<file path="src/rtl/ex_alu_stage.sv">
// Execute-stage ALU with beq/bne branch resolution, feeding the EX/MEM pipeline register.
// The register supports stall (hold) and flush (bubble); unsupported ALU codes are flagged and neutralised.
module ex_alu_stage #(
    parameter int XLEN    = 32,
    parameter int SHAMT_W = 5
) (
    input  logic            clk,
    input  logic            reset,
    input  logic            InValid,
    input  logic            Stall,
    input  logic            Flush,
    input  logic [3:0]      ALUControl,
    input  logic [XLEN-1:0] SrcA,
    input  logic [XLEN-1:0] SrcB,
    input  logic            Branch,
    input  logic [2:0]      Funct3,
    input  logic [XLEN-1:0] BranchTargetIn,
    input  logic [XLEN-1:0] StoreDataIn,
    input  logic [4:0]      RdIn,
    input  logic            RegWriteIn,
    input  logic            MemReadIn,
    input  logic            MemWriteIn,
    output logic            OutValid,
    output logic [XLEN-1:0] ALUResult,
    output logic            Zero,
    output logic            BranchTaken,
    output logic [XLEN-1:0] BranchTarget,
    output logic [XLEN-1:0] StoreData,
    output logic [4:0]      RdOut,
    output logic            RegWriteOut,
    output logic            MemReadOut,
    output logic            MemWriteOut,
    output logic            IllegalOp
);

    localparam logic [3:0] OP_AND = 4'b0000;
    localparam logic [3:0] OP_OR  = 4'b0001;
    localparam logic [3:0] OP_ADD = 4'b0010;
    localparam logic [3:0] OP_SLL = 4'b0011;
    localparam logic [3:0] OP_SRL = 4'b0100;
    localparam logic [3:0] OP_SRA = 4'b0101;
    localparam logic [3:0] OP_SUB = 4'b0110;

    localparam logic [2:0] F3_BEQ = 3'b000;
    localparam logic [2:0] F3_BNE = 3'b001;

    typedef struct packed {
        logic            valid;
        logic [XLEN-1:0] result;
        logic            zero;
        logic            taken;
        logic [XLEN-1:0] target;
        logic [XLEN-1:0] store_data;
        logic [4:0]      rd;
        logic            reg_write;
        logic            mem_read;
        logic            mem_write;
        logic            illegal;
    } ex_mem_t;

    localparam ex_mem_t EX_MEM_BUBBLE = '0;

    logic [SHAMT_W-1:0] shamt_s;
    logic [XLEN-1:0]    alu_result_s;
    logic               illegal_s;
    logic               zero_s;
    logic               taken_s;
    ex_mem_t            load_s;
    ex_mem_t            ex_mem_r;

    assign shamt_s = SrcB[SHAMT_W-1:0];

    // ALU datapath: result of the selected operation, illegal codes yield zero
    always_comb begin
        alu_result_s = {XLEN{1'b0}};
        illegal_s    = 1'b0;
        case (ALUControl)
            OP_AND:  alu_result_s = SrcA & SrcB;
            OP_OR:   alu_result_s = SrcA | SrcB;
            OP_ADD:  alu_result_s = SrcA + SrcB;
            OP_SUB:  alu_result_s = SrcA - SrcB;
            OP_SLL:  alu_result_s = SrcA << shamt_s;
            OP_SRL:  alu_result_s = SrcA >> shamt_s;
            OP_SRA:  alu_result_s = $unsigned($signed(SrcA) >>> shamt_s);
            default: begin
                alu_result_s = {XLEN{1'b0}};
                illegal_s    = 1'b1;
            end
        endcase
    end

    assign zero_s = (alu_result_s == {XLEN{1'b0}});

    // Branch resolution: beq/bne only, never taken on an illegal operation
    always_comb begin
        taken_s = 1'b0;
        if (Branch && !illegal_s) begin
            case (Funct3)
                F3_BEQ:  taken_s = zero_s;
                F3_BNE:  taken_s = !zero_s;
                default: taken_s = 1'b0;
            endcase
        end else begin
            taken_s = 1'b0;
        end
    end

    // Next-slot contents for a valid instruction; side-effecting controls are killed on illegal ops
    always_comb begin
        load_s            = EX_MEM_BUBBLE;
        load_s.valid      = 1'b1;
        load_s.result     = alu_result_s;
        load_s.zero       = zero_s;
        load_s.taken      = taken_s;
        load_s.target     = BranchTargetIn;
        load_s.store_data = StoreDataIn;
        load_s.rd         = RdIn;
        load_s.reg_write  = RegWriteIn & !illegal_s;
        load_s.mem_read   = MemReadIn & !illegal_s;
        load_s.mem_write  = MemWriteIn & !illegal_s;
        load_s.illegal    = illegal_s;
    end

    // EX/MEM register: reset > flush > stall > load/bubble
    always_ff @(posedge clk) begin
        if (reset) begin
            ex_mem_r <= EX_MEM_BUBBLE;
        end else if (Flush) begin
            ex_mem_r <= EX_MEM_BUBBLE;
        end else if (Stall) begin
            ex_mem_r <= ex_mem_r;
        end else if (InValid) begin
            ex_mem_r <= load_s;
        end else begin
            ex_mem_r <= EX_MEM_BUBBLE;
        end
    end

    assign OutValid     = ex_mem_r.valid;
    assign ALUResult    = ex_mem_r.result;
    assign Zero         = ex_mem_r.zero;
    assign BranchTaken  = ex_mem_r.taken;
    assign BranchTarget = ex_mem_r.target;
    assign StoreData    = ex_mem_r.store_data;
    assign RdOut        = ex_mem_r.rd;
    assign RegWriteOut  = ex_mem_r.reg_write;
    assign MemReadOut   = ex_mem_r.mem_read;
    assign MemWriteOut  = ex_mem_r.mem_write;
    assign IllegalOp    = ex_mem_r.illegal;

endmodule

</file>
<file path="config.mk">
export PLATFORM = sky130hd
export DESIGN_NAME = ex_alu_stage
export DESIGN_NICKNAME = d
export VERILOG_FILES = /design/src/rtl/ex_alu_stage.sv
export SDC_FILE = /design/constraint.sdc
export NUM_CORES = 1
export LEC_CHECK = 0
export CORE_ASPECT_RATIO = 0.75
export CORE_MARGIN = 10
export CORE_UTILIZATION = 61
export CTS_BUF_LIST = sky130_fd_sc_hd__clkbuf_2 sky130_fd_sc_hd__clkbuf_4 sky130_fd_sc_hd__clkbuf_8
export CTS_CLUSTER_SIZE = 30
export DETAILED_ROUTE_END_ITERATION = 10
export DONT_BUFFER_PORTS = 1
export GPL_TIMING_DRIVEN = 1
export PLACE_DENSITY = 0.8
export SLEW_MARGIN = 15
export SYNTH_ARGS = -nofsm -noshare
export SYNTH_HDL_FRONTEND = slang
export SYNTH_SLANG_ARGS = --single-unit
</file>
<file path="constraint.sdc">
create_clock -name clk -period 7 [get_ports clk]
set_input_delay 1.4 -clock clk [delete_from_list [all_inputs] [get_ports clk]]
set_output_delay 1.4 -clock clk [all_outputs]
set_load 0.02 [all_outputs]
</file>
==> flow_summary.yaml, run 1 <==
worst_setup_path:
  path_cells: "inv_1, ha_1, nand2_1, nor4_2, nand3b_1, or2_2, nor3_1, nand2_1, o21ai_0, xor2_1, ha_1, a21o_1, a21oi_1, nor2_1, o32ai_1, o211ai_1, a2111oi_0, o2111ai_1, nor4_4, nand4_1, a21oi_1"
  worstPathArrival_ns: 6.78
  slowest_stage: "a2111oi_0"
  crit_path_start_kind: "input port"
  crit_family: "compound AO/OA/AOI/OAI gates"
  critPathMaxStageDelay_ns: 0.65
  required_ns: 7.31
  regToRegSetupSlack_ns: 6.10
  crit_type: "input port to flop"
  timing.reg2reg.worst_path_depth: 2
  end_kind: "flop"
  cp_max_fo: 112
  crit_buf_inv: 1
  rr_startpoint: "ALUResult[21]"
  reg2reg_to: "ALUResult[21]"
layout:
  drive_gt1_share_pct: 8.436
  fillCellCount: 1741
  syn2layout_area_growth_pct: 0.4937
  fin_cells: 1711
  nNetsFinal: 1638
  antenna_cells: 0
  fin_area_um2: 11970
die:
  io-pin-count: 257
  rows: 44
  die_area_um2: 25580
  start_util_pct: 61.84
  die_w_um: 181.4
  die_height_um: 141.0
  core-area_um2: 19270
place:
  placed_area_um2: 11770
  dp_cells: 1695
  portBuffers: 0
  gp_congestion: 1.072
  dp_hpwl_um: 40990
cts:
  cts_sinks: 108
  clockRootBuffer: "clkbuf_8"
  cts-resized-gates: 0
  cts_tree: "built"
  htreeDepth: 3
  insertion_delay_ns: 0.38
  post_cts_buffers: 0
  cts_hold_buf: 0
  clock_path_buffers: 2
  path_clk_slew_ns: 0.11
  cts-buffers-inserted: 9
timing:
  whs_ns: 0.5821
  fmaxAchievable_mhz: 154.6
  fin_tns_setup_ns: 0
  post-route-period-util_pct: 92.43
  skew_ns: 0
  rsz0062_at_grt: "no"
  max-slew-margin-rel_pct: 19.22
  setup_violations: 0
  finalCriticalPeriod_ns: 6.470
  finalMaxSlewViolations: 0
  final_hold_viol_count: 0
  tightestPinTransition_ns: 1.195
pwr:
  total_power_mw: 1.756
  power.density_nw_per_um2: 146.6
  leakagePower_nw: 4.327
  ir_drop_mv: 0.1214
worst_hold_path:
  hold_end: "ALUResult[20]"
  hold_depth: 2
  min-delay-start: "ALUResult[20]"
  worstHoldPathType: "flop to flop"
yosys:
  synth_area_leader_cell: "dfxtp_1"
  ys_warn_count: 0
  ys_types: 86
  seq_area_frac_synth_pct: 18.15
  synth_compound_area_share_pct: 29.27
  syn_nets: 1763
  postSynthAreaPerCell_um2: 7.551
  ys_seq_elements: 108
  synthMuxAreaShare_pct: 16.02
  ys.flop_type: "dfxtp_1"
  synthCells: 1578
  synthTopCellsByArea: "dfxtp_1, mux2i_1, a22oi_1, nor2_1, mux4_2"
  synth_top_area_share_pct: 18.15
  synth_xor_area_share_pct: 3.455
  synth_edf_count: 0
  synth_top_family_by_area: "compound AO/OA/AOI/OAI gates"
  synth_simple_gate_area_share_pct: 21.15
  synth_fa_ha_area_share_pct: 6.028
  synth_area_um2: 11920
  synthArstFlopShare_pct: 0
outcome:
  status: "complete, no violations"
route:
  wl_per_cell_um: 31.81
  drc: 0
  wl_um: 54430
  antenna_left: 0
  first_iter_violations: 2658
  via_per_inst: 7.834
  dr.pass1.iters: 7
  vias: 13400
global_routing:
  grt_use_met1_pct: 52.60
  antenna_found_initial: 1
  overflow: 0
  track_usage_pct: 39.27
  grt_max_degree: 116
  use_met3_pct: 16.78
  grt_use_met2_pct: 55.27
  grt_pass1_vias: 12260
  top_usage_layer: "met2"
  grt_pass1_wl_um: 79770
run:
  maxCapViolCount: 0
layer usage:
metal	wire length [um]	vias up
met5	72	-
met4	1963	4
met3	9308	189
met2	22370	1193
met1	20710	6311
li1	-	5707
final cells by class:
| type | instances | area, um2 | share of cell area [%] |
|---|---|---|---|
| Sequential cell | 108 | 2162 | 18.06 |
| Timing Repair Buffer | 19 | 142.6 | 1.191 |
| Clock inverter | 6 | 67.56 | 0.5643 |
| Multi-Input combinational cell | 1295 | 9072 | 75.77 |
| Inverter | 20 | 75.07 | 0.6270 |
| Tap cell | 253 | 316.6 | 2.644 |
| Clock buffer | 10 | 137.6 | 1.149 |
Yosys cell counts, drive strengths merged (6+ instances only):
| cell | n |
|---|---|
| or3 | 6 |
| a211o | 8 |
| nor2 | 222 |
| or4 | 8 |
| ha | 35 |
| buf | 46 |
| a21o | 9 |
| mux2i | 85 |
| nor4 | 12 |
| a22oi | 112 |
| and2 | 11 |
| a2bb2oi | 6 |
| o21ai | 66 |
| o211a | 6 |
| o221ai | 11 |
| a21boi | 12 |
| or2 | 7 |
| clkbuf | 109 |
| a211oi | 29 |
| a2111oi | 8 |
| inv | 18 |
| o32ai | 6 |
| o22ai | 19 |
| nand3 | 29 |
| dfxtp | 108 |
| nor2b | 18 |
| maj3 | 26 |
| nand2 | 115 |
| o21a | 8 |
| and3 | 10 |
| nand2b | 20 |
| o2111ai | 7 |
| mux4 | 25 |
| mux2 | 43 |
| o31ai | 12 |
| xor2 | 22 |
| a31oi | 12 |
| xnor2 | 25 |
| o211ai | 17 |
| nand4 | 19 |
| nor3 | 30 |
| a32oi | 6 |
| a21oi | 96 |
logic make-up (layout without fill, tap and decap cells):
logic type	after synthesis	after routing
adder cells (fa/ha/maj)	62	62
AND/OR/NAND/NOR	532	532
flip-flops	108	108
AO/OA/AOI/OAI	501	501
multiplexers	153	153
buffers and inverters	175	55
XOR/XNOR	47	47
power breakdown:
group / switching [mW] / internal [mW]
combinational: 0.450 / 0.274
clock: 0.234 / 0.150
sequential: 0.0227 / 0.625
total: 0.706 / 1.05
how the worst max path moves through the flow:
stage / from / cells after the start / slack, ns / end
CTS: SrcB[9] / 19 / 0.75 / Zero
floorplan: SrcB[0] / 25 / 0.05 / BranchTaken
global placement: SrcB[9] / 19 / 0.58 / BranchTaken
global route: SrcB[9] / 19 / 0.23 / Zero
finish: SrcB[1] / 21 / 0.53 / Zero
detailed placement: SrcB[9] / 19 / 0.41 / Zero
registers in the layout, summed over array words and instances (netlist names):
register      cells
ALUResult        32
BranchTaken       1
BranchTarget     32
IllegalOp         1
MemReadOut        1
MemWriteOut       1
OutValid          1
RdOut             5
RegWriteOut       1
StoreData        32
Zero              1
cells in the final DEF (no fill, tap or decap), types with 11 or more instances in the layout:
cell and n:
xnor2_1 25, o221ai_1 11, o21ai_0 59, mux4_2 23, a21oi_1 96, xor2_1 22, buf_4 19, nor2_1 222
nand2_1 115, dfxtp_1 108, inv_1 18, nand4_1 18, nor2b_1 17, o22ai_1 19, o211ai_1 17, nor3_1 29
nand2b_1 20, a31oi_1 12, maj3_1 26, nand3_1 29, a211oi_1 29, o31ai_1 12, ha_1 35, mux2_2 42
mux2i_1 85, a22oi_1 112
metrics by stage:
| stage | worst slack (ns) | util [%] |
|---|---|---|
| 2_1_floorplan | 0.04689 | - |
| 3_5_place_dp | 0.4059 | 61.08 |
| 3_3_place_gp | 0.5812 | 61.08 |
| 6_report | 0.5297 | 62.14 |
| 5_1_grt | 0.2328 | 62.14 |
| 4_1_cts | 0.7503 | 62.14 |
tightest hold or removal path, delay by kind of cell, from the launching register on:
family | cells | cell delay (ns)
DFF | 1 | 0.40
AOI/OAI and AO/OA | 1 | 0.05
and+or+nand+nor | 1 | 0.10
Note: power is estimated with default switching activity, not from simulation.
==> run 2, diff against run 1 <==
==> constraint.sdc (replaced) <==
create_clock -name clk -period 5.6 [get_ports clk]
set_input_delay 1.12 -clock clk [delete_from_list [all_inputs] [get_ports clk]]
set_output_delay 1.12 -clock clk [all_outputs]
set_load 0.02 [all_outputs]
==> run 2 against run 1 <==
  * Design area up 2.9%
  * Largest cell class unchanged
  * Critical endpoint is now BranchTaken
  * Critical path type unchanged
  * Final cell count up 2.0%
  * Power is 27% higher
==> flow_summary.yaml, run 2 (synthesis results as in run 1) <==
route:
  wl_um: 53190
  first_iter_violations: 2809
  drc: 0
  vias: 13610
  wl_per_cell_um: 30.48
  dr.pass1.iters: 6
  antenna_left: 0
  via_per_inst: 7.797
layout:
  nNetsFinal: 1672
  syn2layout_area_growth_pct: 3.403
  drive_gt1_share_pct: 11.60
  antenna_cells: 0
  final_cell_mix: "nor2_1, nand2_1, a22oi_1, dfxtp_1, a21oi_1"
  layout_commonest_cell: "nor2_1"
  final_util_pct: 63.94
global_routing:
  grt_pass1_wl_um: 77540
  grt_max_degree: 116
  overflow: 0
  track_usage_pct: 38.18
  antenna_found_initial: 0
  grt_pass1_vias: 12180
worst_setup_path:
  end_kind: "flop"
  crit_type: "input port to flop"
  crit_path_start_kind: "input port"
  cp_max_fo: 7
  required_ns: 5.85
  worstPathArrival_ns: 5.69
cts:
  cts_hold_buf: 0
  clockRootBuffer: "clkbuf_8"
  cts_tree: "built"
  clock_path_buffers: 2
  cts_sinks: 108
  insertion_delay_ns: 0.37
  cts-buffers-inserted: 9
  path_clk_slew_ns: 0.11
  htreeDepth: 3
pwr:
  leakagePower_nw: 4.515
  internal_power_mw: 1.342
  ir_drop_mv: 0.1438
  sw_frac_of_total_pct: 39.62
  pwr-share-comb_pct: 41.9
  switchingPower_mw: 0.8803
  power.density_nw_per_um2: 180.3
  p_seq_share_pct: 36.5
  clkPwrFrac_pct: 21.6
outcome:
  status: "complete, no violations"
timing:
  tightestPinTransition_ns: 1.171
  final_hold_viol_count: 0
  setup_ws_ns: 0.1671
  post-route-period-util_pct: 97.02
  skew_ns: 0
  setup_violations: 0
  whs_ns: 0.5869
  finalMaxSlewViolations: 0
  rsz0062_at_grt: "no"
  finalCriticalPeriod_ns: 5.433
  max-slew-margin-rel_pct: 21.11
  fin_tns_setup_ns: 0
  fmaxAchievable_mhz: 184.1
place:
  portBuffers: 0
  dp_hpwl_um: 40240
  gp_congestion: 1.135
  place_ws_ns: -0.1075
run:
  maxCapViolCount: 0
die:
  die_w_um: 181.4
  core-area_um2: 19270
  start_util_pct: 61.84
  die_area_um2: 25580
  rows: 44
  die_height_um: 141.0
  io-pin-count: 257
worst_hold_path:
  worstHoldPathType: "flop to flop"
==> run 2: layer usage <==
| metal | up-vias | wire length (um) | GRT usage, % |
|---|---|---|---|
| met2 | 1210 | 21610 | 54.38 |
| li1 | 5781 | - | - |
| met5 | - | 0 | 0 |
| met3 | 180 | 9279 | 16.85 |
| met1 | 6434 | 20420 | 50.88 |
| met4 | 0 | 1878 | 10.68 |
==> run 2: metrics by stage <==
stage	power [mW]	std cells	instance area, um2
finish	2.222	1745	12320
global placement	1.686	1728	12090
CTS	2.163	1744	12290
detailed placement	1.696	1728	12090
global route	2.284	1745	12320
floorplan	1.524	1578	12070
==> run 2: power by group through the flow <==
stage          logic [mW]  registers [mW]  clock network [mW]
2_1_floorplan       0.701           0.823                   0
3_3_place_gp        0.859           0.828                   0
3_5_place_dp        0.868           0.828                   0
4_1_cts             0.873           0.810               0.480
5_1_grt             0.969           0.812               0.503
6_report            0.932           0.810               0.480
==> run 2: layout make-up <==
cell class,count,area [um2]
Fill cell,1724,6948
Inverter,20,75.07
Multi-Input combinational cell,1295,9164
Clock buffer,10,137.6
Tap cell,253,316.6
Timing Repair Buffer,53,397.9
Clock inverter,6,67.56
Sequential cell,108,2162
==> run 2: path summary, 6_finish.rpt <==
| path | start | end | slack, ns | cells after the start |
|---|---|---|---|---|
| max reg2reg | StoreData[17] | StoreData[17] | 4.74 | 2 |
| min | ALUResult[20] | ALUResult[20] | 0.59 | 2 |
| min reg2reg | ALUResult[20] | ALUResult[20] | 0.59 | 2 |
| max | SrcB[9] | BranchTaken | 0.17 | 18 |
==> run 2: timing repair <==
item                                    4_1_cts  5_1_grt
endpoints found under the setup margin        0        2
gates resized for setup                       0        5
setup buffers                                 0        1
==> run 2: worst max-delay path, stage by stage <==
cell	delay (ns)
or4_1	0.57
nor3_1	0.22
buf_4	0.15
and3_1	0.27
a21oi_1	0.13
xnor2_1	0.13
ha_1	0.39
a21oi_1	0.22
o21ai_2	0.10
mux2i_1	0.13
or4_1	0.39
or4_1	0.53
nor4_1	0.31
and4b_1	0.27
nand4_2	0.16
nor4_4	0.30
a31o_1	0.20
nand4_1	0.09
